==> src/rtl/riscv_i32_ifetch_responder.sv <==
// riscv_i32_ifetch_responder: answers i32 instruction fetches from a synchronous SRAM with optional wait states
module riscv_i32_ifetch_responder #(
  parameter int WAIT_STATES = 0,
  parameter int MEM_WORDS_LOG2 = 14,
  parameter logic [2:0] DEBUG_MODE = 3'h7
) (
  input  logic                      clk,
  input  logic                      reset,
  input  logic                      ifetch_req__valid,
  input  logic [31:0]               ifetch_req__address,
  input  logic                      ifetch_req__sequential,
  input  logic [2:0]                ifetch_req__mode,
  input  logic                      ifetch_req__flush,
  output logic                      ifetch_resp__valid,
  output logic                      ifetch_resp__debug,
  output logic [31:0]               ifetch_resp__data,
  output logic [2:0]                ifetch_resp__mode,
  output logic                      ifetch_resp__error,
  output logic [1:0]                ifetch_resp__tag,
  output logic                      sram_read,
  output logic [MEM_WORDS_LOG2-1:0] sram_address,
  input  logic [31:0]               sram_rdata
);
  typedef enum logic {IDLE, BUSY} state_t;
  localparam logic [2:0] WS = 3'(WAIT_STATES);
  state_t state, state_nxt;
  logic [2:0] count, count_nxt, mode;
  logic [1:0] tag;
  logic error, bad, flush, done, accept, unused;
  assign unused = ifetch_req__sequential;
  always_comb begin
    bad = (|ifetch_req__address[1:0]) | (|ifetch_req__address[31:MEM_WORDS_LOG2+2]);
    flush = ~reset & ifetch_req__valid & ifetch_req__flush;
    done = state == BUSY && count == 3'd0;
    accept = ~reset & ifetch_req__valid & (state == IDLE || done || ifetch_req__flush);
    state_nxt = accept ? BUSY : done ? IDLE : state;
    count_nxt = accept ? (bad ? 3'd0 : WS) : count != 3'd0 ? count - 3'd1 : count;
    // a flush in the answering cycle discards the word that was about to be returned
    ifetch_resp__valid = done & ~flush;
    ifetch_resp__data = ifetch_resp__valid && !error ? sram_rdata : 32'd0;
    ifetch_resp__mode = ifetch_resp__valid ? mode : 3'd0;
    ifetch_resp__error = ifetch_resp__valid & error;
    ifetch_resp__debug = ifetch_resp__valid && mode == DEBUG_MODE;
    ifetch_resp__tag = ifetch_resp__valid ? tag : 2'd0;
    sram_read = accept & ~bad;
    sram_address = sram_read ? ifetch_req__address[MEM_WORDS_LOG2+1:2] : '0;
  end
  always_ff @(posedge clk or posedge reset) begin
    if (reset) begin
      state <= IDLE;
      count <= 3'd0;
      tag <= 2'd0;
      mode <= 3'd0;
      error <= 1'b0;
    end else begin
      state <= state_nxt;
      count <= count_nxt;
      tag <= flush ? 2'd0 : ifetch_resp__valid ? tag + 2'd1 : tag;
      if (accept) begin
        mode <= ifetch_req__mode;
        error <= bad;
      end
    end
  end
endmodule

==> config.mk <==
export PLATFORM = sky130hd
export DESIGN_NAME = riscv_i32_ifetch_responder
export DESIGN_NICKNAME = d
export VERILOG_FILES = /design/src/rtl/riscv_i32_ifetch_responder.sv
export SDC_FILE = /design/constraint.sdc
export NUM_CORES = 1
export LEC_CHECK = 0
export ABC_AREA = 1
export CAP_MARGIN = 20
export CORE_ASPECT_RATIO = 1.2
export CORE_UTILIZATION = 29
export CTS_CLUSTER_SIZE = 8
export DETAILED_ROUTE_END_ITERATION = 8
export PLACE_DENSITY = 0.86
export SLEW_MARGIN = 25
export SYNTH_ARGS = -nofsm -noshare
export SYNTH_HDL_FRONTEND = slang
export SYNTH_SLANG_ARGS = --single-unit
export TNS_END_PERCENT = 50
==> constraint.sdc <==
create_clock -name clk -period 4.2 [get_ports clk]
set_clock_uncertainty 0.15 [all_clocks]
set_input_delay 0.42 -clock clk [delete_from_list [all_inputs] [get_ports clk]]
set_output_delay 0.42 -clock clk [all_outputs]
set_load 0.005 [all_outputs]
==> metrics list <==
- The run finished, with violations left.
* Failing checks: DRC
- After detailed routing, the number of vias per cell comes to 4.087.
* Final Worst Setup Slack: ~1.2 ns
- IR analysis of the VDD net gives a maximum drop of roughly 0.19 mV.
* Placed wire-length estimate: about 2800 um
- Total via count in the routed design: roughly 1500
- Number of buffers created by CTS: 3
- Total power density per cell area: 229.1 mW/mm^2
- For the worst-skew pair, the clock arrives at the later sink with an insertion delay of around 0.24 ns.
- Net count of the mapped netlist: roughly 270
* CTS-repair resized insts: 0
* GRT Util Overall: between 10% and 20%
- Count of distinct cell types in the synthesized netlist: 18
- Final-report max-slew violation count: 0
* Setup Total Neg Slack: 0 ns
- Counting flops and latches in the post-synthesis netlist gives 10.
- Slew at the pin closest to its max-slew limit: ~0.38 ns
- Setup repair after global routing missed its margin: no
- Setup violations remaining at the end of the flow were counted as 0.
- Sequential fraction of the synthesis area: between 20 and 25%
- Cells with a size suffix above 1 make up between 10% and 20% of the layout.
- At the placement stage, the worst setup path has a slack of about 1.4 ns.
- The worst setup path is launched from a flip-flop.
- I/O pin cnt: 127
- Post-Syn Instances: just under 200
- WL per Instance: around 9.1 um
- Arr. time, crit path: 2.45 ns
- In the finished design, the share of the clock period the worst path needs comes to between 70% and 80%.
- The setup path with the least slack is of type flip-flop to primary output.
* # port buffers: around 130
- The filler cells instantiated in the layout total around 330.
* Number of warnings issued by yosys: 0
* Commonest cells after routing, fill and taps aside: sky130_fd_sc_hd__clkdlybuf4s50_1, sky130_fd_sc_hd__inv_1, sky130_fd_sc_hd__nor2_1
- Largest stage delay on the critical path: about 0.52 ns
* Clock net sink count: 10
- In this run the cell area of the synthesized design comes to ~0.0011 sq mm.
- Starting density of the core: 30.17%
- The detail route stage leaves a number of antenna-violating nets equal to 0.
* Total Nets Final: 392
- The signal on the critical path passes through inv_1, ha_1, ha_1, inv_2, nand3_2, nand2_2, nor2_2, nand3_2, nor2_1, clkdlybuf4s50_1.
- First-pass GRT wire length: between 5000 and 6000 um
* Routability congestion estimate: around 0.7
- The worst setup path is captured at a primary output.
- Die Width: approximately 58 um
* Mean post-synth cell area: 5.634 sq um
* TritonCTS clock tree: yes
* Count of maximum capacitance violations: 0
- The core region is between 0.003 and 0.004 sq mm.
- In this run the deepest clock path goes through 2 buffers.
- The worst path needs ~3.0 ns of the cycle, external delays included.
- Required time worst endpoint: between 3 and 4 ns
- In this run the tightest slew margin relative to its limit is 74.62%.
- The repair_antennas step left the layout with diodes totalling 0.
* Lkg Pwr: around 1.2 nW
- Syn-to-layout area delta: 120.0%
- Quantity of hold-fixing buffers added after cts: 0
* Overall die area: 0.003999 sq mm
* Pre-Repair DR Iteration Count: 7
- For this run, the top clock speed supported by timing is between 300 and 400 MHz.
* Min-delay worst type: flip-flop to flip-flop
* Antenna violations before repair: 0
- Pin count of the biggest net entering global routing: 33
* Clock transition time at the flip-flop clock pins of the worst setup and hold paths: around 0.050 ns
- CTS root buf: sky130_fd_sc_hd__clkbuf_8
* DRC violation count after routing: 12
- The via count of the first global-routing pass is 1334.
- The detailed router finished its first iteration with 94 violations.
- Once the clock tree was built, the setup fixing pass inserted 0 buffers.
- Summed over all layers, the routed wires come to about 3200 um.
- Summed over all layers, the global routing overflow is 0.
- Final count of hold timing violations: 0
- In this run the worst path has a maximum fanout of 15.
- Master of the slowest instance on the critical path: sky130_fd_sc_hd__clkdlybuf4s50_1
- Max H-tree Level: 1
- After floorplanning, the core was divided into 24 placement rows.
- Leaving out fill and tap cells, the most frequent cell in the layout is sky130_fd_sc_hd__clkdlybuf4s50_1.
* Die height: a little under 70 um
## per-layer routing
layer	routed length (um)	track usage, %	vias up	part of all wire, %
met1	1113	15.12	588	35
li1	-	-	774	-
met3	466	6.004	4	14
met5	0	0	-	0
met2	1605	32.44	89	50
met4	38	4.762	0	1.2
## worst max-delay path, delay by kind of cell, from the launching register on
kind / cells / cell delay [ns]
flip-flops: 1 / 0.37
buffers and inverters: 3 / 0.68
AND/OR/NAND/NOR: 5 / 0.74
adder cells (fa/ha/maj): 2 / 0.42
## cell families after synthesis
group | after synthesis | synth area share [%]
fa+ha+maj | 2 | 2.301
flops | 10 | 23.01
compound gates | 9 | 4.142
buf+inv | 71 | 27.62
simple gates | 101 | 42.92
## registers in the layout (all words and copies together), names as in the netlist
signal / count
mode: 3
tag: 2
count: 3
state: 1
error: 1
## through the flow
stage                     total power [mW]  hold WS, ns  utilization [%]  instances  cell area [sq um]
after global routing                0.6008       0.4030            66.39        356               2392
after floorplan                     0.3027       0.1102                -        193               1087
after global placement              0.4182       0.3560            64.86        352               2337
final                               0.5481       0.3647            66.39        356               2392
after detailed placement            0.4317       0.3652            64.86        352               2337
after CTS                           0.5555       0.3763            66.39        356               2392
## layout make-up
| class | instances | area, sq um | share of cell area (%) |
|---|---|---|---|
| sequential | 10 | 250.2 | 10.46 |
| multi-input combinational | 112 | 536.8 | 22.44 |
| inverter | 66 | 250.2 | 10.46 |
| clock buffer | 4 | 55.05 | 2.301 |
| timing repair buffer | 125 | 1251 | 52.30 |
| tap | 39 | 48.80 | 2.040 |
## synthesized netlist by cell type
library cell               n  area share, %
sky130_fd_sc_hd__dfrtp_1  10             23
sky130_fd_sc_hd__nor3_1    1           0.46
sky130_fd_sc_hd__inv_2     2           0.69
sky130_fd_sc_hd__buf_2     1           0.46
sky130_fd_sc_hd__nand3_1   3            1.4
sky130_fd_sc_hd__o21ai_0   6            2.8
sky130_fd_sc_hd__ha_1      2            2.3
sky130_fd_sc_hd__and2_0    1           0.58
sky130_fd_sc_hd__nand3_2   2            1.8
sky130_fd_sc_hd__nor2_2   20             12
sky130_fd_sc_hd__inv_1    63             22
sky130_fd_sc_hd__a21oi_1   3            1.4
sky130_fd_sc_hd__nand2_2   1           0.58
sky130_fd_sc_hd__inv_4     1           0.58
sky130_fd_sc_hd__nand2_1  13            4.5
sky130_fd_sc_hd__nand2_4   2            2.1
sky130_fd_sc_hd__nor2_1   58             20
sky130_fd_sc_hd__buf_6     4            4.1
## path summary, 6_finish.rpt
| path | startpoint | endpoint | slack [ns] | cells past startpoint |
|---|---|---|---|---|
| worst max-delay path | count[0] | sram_address[13] | 1.18 | 10 |
| worst max register to register | count[0] | error | 2.40 | 10 |
| worst min-delay path | error | error | 0.36 | 2 |
| max in group asynchronous | reset | count[2] | 3.26 | 2 |
| min in group asynchronous | reset | state | 0.37 | 2 |
| worst min register to register | error | error | 0.36 | 2 |
## power by group
| part | leakage (nW) | switching [mW] | internal [mW] |
|---|---|---|---|
| combinational | 1.05 | 0.126 | 0.146 |
| clock | 0.0288 | 0.0383 | 0.0824 |
| sequential | 0.119 | 0.0206 | 0.135 |
| total | 1.20 | 0.185 | 0.363 |
Note: power is estimated with default switching activity, not from simulation.
